===== src/rtl/spi_master.sv =====
// spi_master: SPI initiator. Each accepted request sends one command byte
// with dc low, then clocks in req_len read bytes with dc high and streams
// them to the local consumer as one-cycle rd_vld_o pulses.
module spi_master #(
  parameter int CLK_DIV  = 4,  // SCLK half-period in clk_i cycles (>=2)
  parameter int CS_SETUP = 4,  // cs_n fall to first SCLK low phase; also dc-settle gap (>=1)
  parameter int CS_HOLD  = 4   // last SCLK high half to cs_n rise (>=1)
) (
  input  logic       clk_i,
  input  logic       rst_n_i,
  input  logic       req_vld_i,
  output logic       req_rdy_o,
  input  logic [7:0] req_cmd_i,
  input  logic [7:0] req_len_i,
  output logic       rd_vld_o,
  output logic [7:0] rd_data_o,
  output logic       rd_last_o,
  output logic       busy_o,
  output logic       spi_sclk_o,
  output logic       spi_mosi_o,
  output logic       spi_cs_n_o,
  output logic       dc_o,
  input  logic       spi_miso_i
);

  localparam int HW   = (CLK_DIV > 1) ? $clog2(CLK_DIV) : 1;
  localparam int WMAX = (CS_SETUP > CS_HOLD) ? CS_SETUP : CS_HOLD;
  localparam int WW   = $clog2(WMAX + 1);
  localparam logic [HW-1:0] HALF_LAST  = HW'(CLK_DIV - 1);
  localparam logic [WW-1:0] SETUP_LAST = WW'(CS_SETUP - 1);
  localparam logic [WW-1:0] HOLD_LAST  = WW'(CS_HOLD - 1);

  typedef enum logic [2:0] {
    S_IDLE, S_SETUP, S_CMD, S_GAP, S_DATA, S_HOLD, S_DONE
  } state_t;

  state_t         state_q, state_d;
  logic [HW-1:0]  half_cnt_q, half_cnt_d;
  logic [WW-1:0]  wait_cnt_q, wait_cnt_d;
  logic [2:0]     bit_cnt_q, bit_cnt_d;
  logic [7:0]     byte_cnt_q, byte_cnt_d;
  logic [7:0]     len_q, len_d;
  logic [7:0]     sh_q, sh_d;       // command bits still to be sent, MSB next
  logic [6:0]     rx_q, rx_d;       // first seven bits of the byte being received
  logic           sclk_q, sclk_d;
  logic           mosi_q, mosi_d;
  logic           cs_n_q, cs_n_d;
  logic           dc_q, dc_d;
  logic           rdy_q, rdy_d;
  logic           busy_q, busy_d;
  logic           rd_vld_q, rd_vld_d;
  logic           rd_last_q, rd_last_d;
  logic [7:0]     rd_data_q, rd_data_d;

  // Next-state and registered-output computation for the transaction FSM
  always_comb begin
    state_d    = state_q;
    half_cnt_d = half_cnt_q;
    wait_cnt_d = wait_cnt_q;
    bit_cnt_d  = bit_cnt_q;
    byte_cnt_d = byte_cnt_q;
    len_d      = len_q;
    sh_d       = sh_q;
    rx_d       = rx_q;
    sclk_d     = sclk_q;
    mosi_d     = mosi_q;
    cs_n_d     = cs_n_q;
    dc_d       = dc_q;
    rdy_d      = rdy_q;
    busy_d     = busy_q;
    rd_vld_d   = 1'b0;
    rd_last_d  = 1'b0;
    rd_data_d  = rd_data_q;

    case (state_q)
      S_IDLE: begin
        if (req_vld_i && rdy_q) begin
          sh_d       = req_cmd_i;
          len_d      = req_len_i;
          byte_cnt_d = 8'd0;
          wait_cnt_d = '0;
          cs_n_d     = 1'b0;
          dc_d       = 1'b0;
          busy_d     = 1'b1;
          rdy_d      = 1'b0;
          state_d    = S_SETUP;
        end
      end
      S_SETUP: begin
        if (wait_cnt_q == SETUP_LAST) begin
          // first low half of the command byte starts with its MSB on the wire
          half_cnt_d = '0;
          bit_cnt_d  = 3'd0;
          mosi_d     = sh_q[7];
          sh_d       = {sh_q[6:0], 1'b0};
          state_d    = S_CMD;
        end else begin
          wait_cnt_d = wait_cnt_q + 1'b1;
        end
      end
      S_CMD, S_DATA: begin
        if (half_cnt_q != HALF_LAST) begin
          half_cnt_d = half_cnt_q + 1'b1;
        end else begin
          half_cnt_d = '0;
          if (!sclk_q) begin
            sclk_d = 1'b1;
          end else begin
            // last cycle of the high half: sample MISO and end the bit cell
            sclk_d    = 1'b0;
            bit_cnt_d = bit_cnt_q + 1'b1;
            rx_d      = {rx_q[5:0], spi_miso_i};
            if (bit_cnt_q == 3'd7) begin
              wait_cnt_d = '0;
              if (state_q == S_CMD) begin
                mosi_d = 1'b0;
                if (len_q != 8'd0) begin
                  dc_d    = 1'b1;
                  state_d = S_GAP;
                end else begin
                  state_d = S_HOLD;
                end
              end else begin
                rd_vld_d   = 1'b1;
                rd_data_d  = {rx_q, spi_miso_i};
                rd_last_d  = ((byte_cnt_q + 8'd1) == len_q);
                byte_cnt_d = byte_cnt_q + 8'd1;
                if ((byte_cnt_q + 8'd1) == len_q) begin
                  state_d = S_HOLD;
                end
              end
            end else if (state_q == S_CMD) begin
              mosi_d = sh_q[7];
              sh_d   = {sh_q[6:0], 1'b0};
            end
          end
        end
      end
      S_GAP: begin
        if (wait_cnt_q == SETUP_LAST) begin
          half_cnt_d = '0;
          bit_cnt_d  = 3'd0;
          state_d    = S_DATA;
        end else begin
          wait_cnt_d = wait_cnt_q + 1'b1;
        end
      end
      S_HOLD: begin
        if (wait_cnt_q == HOLD_LAST) begin
          cs_n_d  = 1'b1;
          dc_d    = 1'b0;
          state_d = S_DONE;
        end else begin
          wait_cnt_d = wait_cnt_q + 1'b1;
        end
      end
      S_DONE: begin
        // one cycle with cs_n high before the next request can be taken
        rdy_d   = 1'b1;
        busy_d  = 1'b0;
        state_d = S_IDLE;
      end
      default: state_d = S_IDLE;
    endcase
  end

  // State and output registers; reset returns every line to its idle level at once
  always_ff @(posedge clk_i or negedge rst_n_i) begin
    if (!rst_n_i) begin
      state_q    <= S_IDLE;
      half_cnt_q <= '0;
      wait_cnt_q <= '0;
      bit_cnt_q  <= 3'd0;
      byte_cnt_q <= 8'd0;
      len_q      <= 8'd0;
      sh_q       <= 8'd0;
      rx_q       <= 7'd0;
      sclk_q     <= 1'b0;
      mosi_q     <= 1'b0;
      cs_n_q     <= 1'b1;
      dc_q       <= 1'b0;
      rdy_q      <= 1'b1;
      busy_q     <= 1'b0;
      rd_vld_q   <= 1'b0;
      rd_last_q  <= 1'b0;
      rd_data_q  <= 8'd0;
    end else begin
      state_q    <= state_d;
      half_cnt_q <= half_cnt_d;
      wait_cnt_q <= wait_cnt_d;
      bit_cnt_q  <= bit_cnt_d;
      byte_cnt_q <= byte_cnt_d;
      len_q      <= len_d;
      sh_q       <= sh_d;
      rx_q       <= rx_d;
      sclk_q     <= sclk_d;
      mosi_q     <= mosi_d;
      cs_n_q     <= cs_n_d;
      dc_q       <= dc_d;
      rdy_q      <= rdy_d;
      busy_q     <= busy_d;
      rd_vld_q   <= rd_vld_d;
      rd_last_q  <= rd_last_d;
      rd_data_q  <= rd_data_d;
    end
  end

  assign req_rdy_o  = rdy_q;
  assign busy_o     = busy_q;
  assign rd_vld_o   = rd_vld_q;
  assign rd_last_o  = rd_last_q;
  assign rd_data_o  = rd_data_q;
  assign spi_sclk_o = sclk_q;
  assign spi_mosi_o = mosi_q;
  assign spi_cs_n_o = cs_n_q;
  assign dc_o       = dc_q;

endmodule


===== config.mk =====
export PLATFORM = sky130hd
export DESIGN_NAME = spi_master
export DESIGN_NICKNAME = d
export VERILOG_FILES = /design/src/rtl/spi_master.sv
export SDC_FILE = /design/constraint.sdc
export NUM_CORES = 1
export LEC_CHECK = 0
export BUFFER_PORTS_ARGS = -buffer_cell sky130_fd_sc_hd__buf_2
export CAP_MARGIN = 20
export CORE_UTILIZATION = 30
export CTS_CLUSTER_SIZE = 30
export DETAILED_ROUTE_END_ITERATION = 8
export MAX_ROUTING_LAYER = met4
export PLACE_DENSITY_LB_ADDON = 0.05
export SLEW_MARGIN = 40
export SYNTH_ARGS = -nofsm -noshare
export SYNTH_HDL_FRONTEND = slang
export SYNTH_SLANG_ARGS = --single-unit

===== constraint.sdc =====
create_clock -name clk_i -period 1.9 [get_ports clk_i]
set_input_delay 0.475 -clock clk_i [delete_from_list [all_inputs] [get_ports clk_i]]
set_output_delay 0.475 -clock clk_i [all_outputs]
set_load 0.005 [all_outputs]

* Word level (Yosys, flattened, before mapping)
Cells that the tools add are included.
W data, S select, Z words.
** Operators by class
- Add/subtract/negate cells :: 4
- Multiply operators :: 0
- Divide/modulo/power cells :: 0
- Magnitude comparators :: 0
- Equality and inequality tests :: 24
- Shift operators :: 0
- Muxes and demuxes :: 68
- Bitwise operators :: 2
- Reduce and logical (&&, ||, !) cells :: 28
** Operator list (number)
- $mux W8 :: 11
- $mux W3 :: 18
- $mux W1 :: 26
- $ne A2 B2 Y1 const B :: 13
- $pmux W8 S3 :: 1
- $pmux W8 S2 :: 1
- $reduce_and A8 Y1 :: 2
- $pmux W3 S5 :: 1
- $eq A3 B3 Y1 const B :: 4
- $reduce_and A6 Y1 :: 2
- $reduce_and A5 Y1 :: 2
- $reduce_bool A2 Y1 :: 5
- $eq A3 B2 Y1 const B :: 3
- $pmux W3 S3 :: 1
- $reduce_bool A3 Y1 :: 3
- $add A8 B1 Y8 const B :: 1
- $eq A8 B8 Y1 :: 1
- $pmux W1 S2 :: 4
- $reduce_and A2 Y1 :: 4
- $reduce_bool A8 Y1 :: 1
- $reduce_and A7 Y1 :: 1
- $add A3 B1 Y3 const B :: 2
- $pmux W3 S2 :: 1
- $reduce_and A3 Y1 :: 2
- other kinds (13) :: 16
** Word-level totals
- Bits in registers :: 58
- Bits in latches :: 0
- Bits in writable memories :: 0
- ROM bits :: 0
- Bits of input ports :: 20
- Output and inout bits :: 16
- Memories :: 0

* Logic depth before layout (Yosys ltp)
- Depth after elaboration :: 8
- Gate-level depth with buffers :: 9
- Depth with buffers taken out :: 7

* Worst setup path after synthesis
OpenSTA, ideal clock, no wires.
- Path type :: flip-flop to flip-flop
- Start point :: register bit_cnt_q[0]
- End point :: register byte_cnt_q[6]
- Library setup time :: 0.083 ns
- Arrival time :: 1.668 ns
- Slack :: 0.150 ns
- Cell stages (with the launch flop) :: 8
- Path buffers :: 1
- Period minus slack after synthesis :: 1.750 ns
- Cell sequence :: dfrtp_1 > ha_1 > ha_1 > nand4_1 > or3_1 > buf_2 > or3_1 > o21ai_0
** On the way
- Word-level cells in the longest chain between the ends :: 3
** RTL lines
- start: declaration :: line 40 : logic [2:0] bit_cnt_q, bit_cnt_d;
- start signal: assignment :: line 191 : bit_cnt_q <= bit_cnt_d;
- $eq A3 B3 Y1 :: line 113 : if (bit_cnt_q == 3'd7) begin
- $ne A2 B2 Y1 (no source line)
- $reduce_and A6 Y1 (no source line)
- end signal: assignment :: line 192 : byte_cnt_q <= byte_cnt_d;
- end: declaration :: line 41 : logic [7:0] byte_cnt_q, byte_cnt_d;
Every way passes these cells.
A chain may end at the register's enable or synchronous reset.

* Final worst setup path
- Start point :: register bit_cnt_q[0]
- End point :: register sh_q[4]
** On the way
- Word-level cells in the longest chain between the ends :: 3
** RTL lines
- $eq A3 B3 Y1 :: line 113
- $ne A2 B2 Y1 (no source line)
- $reduce_and A7 Y1 (no source line)
- end signal: assignment :: line 176 : sh_q <= 8'd0;
- end signal: assignment :: line 194 : sh_q <= sh_d;
- end: declaration :: line 43 : logic [7:0] sh_q, sh_d;
Every way passes these cells.

==> results by group <==
Critical path
  – Slowest CP cell: dfrtp_1
  – Slowest stage delay, CP: 0.40 ns
  – CP endpoint kind: flip-flop
  – Instance count on the critical path: 7
  – Critical path type: reg -> reg
  – Type of origin of the critical path: flip-flop
  – Total buffers and inverters traversed by the critical path: 2
  – Critical path arrival: 2.03 ns
  – Cells on worst reg2reg path: 7
  – R2r startpoint: bit_cnt_q[0]
  – End of the worst register-to-register path: sh_q[4]
  – Setup slack, reg-to-reg: 0.10 ns
  – Required time reported for the critical path endpoint: 2.13 ns
  – Cell chain of the critical path: ha_2 > ha_4 > buf_4 > nor3b_2 > o21a_1 > buf_12 > mux2_2
  – Max Fanout on Critical Path: 8
  – CP top delay family: flip-flops

Yosys
  – Flip-flop and latch count after synthesis: 58
  – Distinct cell type count after synthesis: 49
  – Yosys warnings: 0
  – Gate count after technology mapping: 290
  – Syn Area/Cell: 10.5 sq um
  – Share of async-settable or async-resettable flops after synthesis: 100%
  – Number of synthesized flops with an enable pin: 0
  – Synthesized Nets: 316
  – Share of synthesized area occupied by flip-flops and latches: 47.7%
  – Dominant register cell in the synthesized netlist: dfrtp_1
  – Post-Syn Area: 3050 sq um

Clocking
  – Maximum root-to-sink buffer count: 2
  – Total of hold buffers inserted after clock tree synthesis: 0
  – Maximum level of the CTS H-tree: 3
  – Clock slew seen by the registers of the worst setup and hold paths: 0.07 ns
  – Sink Count: 58
  – Clock insertion delay at the later pin of the skew report: 0.34 ns
  – Number of buffers created by CTS: 9
  – CTS tree: done
  – Root buffer selected by CTS: clkbuf_8

Die
  – Number of placement rows: 36
  – Y dimension of the die: 103 um
  – Area of the core: 9820 sq um
  – Count of boundary I/O pins: 36
  – Die area: 10600 sq um
  – Starting density of the core: 31.0%
  – Width of the die: 103 um

Final layout
  – Most common cell after layout, fill and taps aside: dfrtp_1
  – Post-Layout Cell Count: 486
  – Ratio of cells with drive above 1 in the final layout: 36.0%
  – Antenna diode instance count: 0
  – Total number of nets in the final design: 375
  – Commonest cells after routing, fill and taps aside: 56 x dfrtp_1, 42 x nand2_1, 35 x buf_2
  – Relative area change from synthesis to final layout: 26.1%

Run status
  – Outcome: complete, no violations

Placed design
  – RD Place Congestion: 0.763
  – Inst Count DP: 468
  – Count of input and output buffers: 35
  – HPWL reported at the end of detailed placement: 4860 um

STA
  – WHS: 0.136 ns
  – Setup repair after global routing missed its margin: yes
  – Summed negative setup slack over all endpoints: 0 ns
  – Setup clock skew after layout: 0.0106 ns
  – Max Clock Freq: 0.557 GHz
  – Tcrit/Tclk final: 94.5%
  – Pins Over Slew Limit: 0
  – Slew of the pin with the lowest slew margin: 0.411 ns
  – Final Critical Period: 1.80 ns
  – Final hold violation count: 0
  – Final setup violating endpoints: 0
  – Worst-case headroom to the max-slew limit: 72.3%

Routing
  – Vias per inst: 4.79
  – Number of antenna-violating nets in the routed design: 0
  – Vias after detailed routing: 2329
  – DR pass1 iterations: 4
  – Final routed wirelength across all metal layers: 7030 um
  – Final routed wire length divided by cell count: 14.5 um
  – # DRC: 0
  – Starting DRC count in detailed routing: 68

Power
  – Total power draw: 0.00258 W
  – PD cells: 672 nW/um^2
  – Leak pwr: 1.83 nW
  – Largest vdd supply drop: 404 uV

GRT
  – GRT Residual Overflow: 0
  – First-pass GRT wire length: 11800 um
  – Via count of the first global-routing pass: 2358
  – Overall routing resource usage: 15.3%
  – Maximum number of pins on one net before global-route repair: 59
  – Number of antenna violations at the first check in global routing: 0

Job
  – Maximum capacitance violations: 0

Hold path
  – Type of the worst min-delay path: in -> async
[how the worst max path moves through the flow]
stage	start	end	slack, ns
6_report	bit_cnt_q[0]	sh_q[4]	0.10
3_5_place_dp	bit_cnt_q[0]	sh_q[1]	0.04
3_3_place_gp	bit_cnt_q[0]	sh_q[5]	0.04
4_1_cts	bit_cnt_q[0]	sh_q[4]	0.02
2_1_floorplan	bit_cnt_q[0]	byte_cnt_q[6]	0.15
5_1_grt	bit_cnt_q[0]	sh_q[5]	-0.03
[state kept, by name, indices dropped and copies added, names as in the netlist]
signal,count
req_rdy_o,1
sh_q,8
byte_cnt_q,8
rx_q,7
spi_cs_n_o,1
len_q,8
busy_o,1
rd_last_o,1
rd_vld_o,1
spi_mosi_o,1
wait_cnt_q,3
dc_o,1
bit_cnt_q,3
half_cnt_q,2
rd_data_o,8
state_q,3
spi_sclk_o,1
[power breakdown]
group	switching, W	internal (W)	leakage [nW]	total (W)
Combinational	0.0000329	0.0000230	1.01	0.0000559
Clock	0.000512	0.000770	0.106	0.00128
Sequential	0.00000506	0.00124	0.718	0.00125
[kinds of logic after synthesis]
logic type | Yosys count | share of synthesized area, %
flops | 58 | 47.7
simple gates | 88 | 14.8
fa+ha+maj | 6 | 2.46
buf+inv | 27 | 4.56
mux | 37 | 13.4
compound gates | 60 | 13.1
xor+xnor | 14 | 4.02
[synthesized netlist by cell type, types with 2 or more instances]
cell	n	area, sq um
dfrtp_1	56	1400
nand2_1	42	158
mux2_2	30	338
a21oi_1	16	80.1
o21ai_0	15	75.1
buf_2	14	70.1
inv_1	8	30.0
nand3_1	8	40.0
mux2i_1	7	70.1
xnor2_1	7	61.3
xor2_1	7	61.3
ha_1	6	75.1
nand2b_1	6	37.5
nor2_1	5	18.8
a21o_1	4	30.0
and3_1	4	25.0
nor4_1	4	25.0
buf_4	3	22.5
nand4_1	3	18.8
nor3b_1	3	22.5
or3_1	3	18.8
a211o_1	2	17.5
a21boi_0	2	15.0
a22o_1	2	17.5
a31oi_1	2	12.5
and4_1	2	17.5
dfstp_2	2	52.6
nand3b_1	2	15.0
o211ai_1	2	15.0
o21bai_1	2	15.0
o22ai_1	2	12.5
o311ai_0	2	17.5
[layer usage]
metal,global-route usage [%],vias to the layer above,wire length (um)
met4,5.09,0,105
met3,4.07,11,274
li1,-,1144,-
met1,19.9,1140,3480
met2,23.1,34,3160
met5,-,-,0
[worst register-to-register path, delay by kind of cell (launching register included)]
kind / cells / cell delay, ns
AO/OA/AOI/OAI: 1 / 0.17
AND/OR/NAND/NOR: 1 / 0.16
multiplexers: 1 / 0.33
flip-flops: 1 / 0.40
buffers and inverters: 2 / 0.27
adder cells (fa/ha/maj): 2 / 0.37
[final cells by class]
class	instances	area (sq um)
fill	1031	5970
clock inverter	4	76.3
inverter	9	35.0
clock buffer	11	141
tap	133	166
sequential	58	1450
multi-input combinational	205	1510
timing repair buffer	66	462
[metrics by stage]
step	setup slack [ns]	util [%]	instance area, sq um
6_report	0.104	39.2	3840
5_1_grt	-0.0258	39.2	3840
4_1_cts	0.0172	38.3	3760
3_5_place_dp	0.0378	36.1	3550
3_3_place_gp	0.0436	36.1	3550
2_1_floorplan	0.150	-	3050
[what timing repair did]
item,CTS,global route
resized for setup,0,12
setup endpoints to repair,0,34
setup buffers,0,3
(Power assumes the default switching activity.)
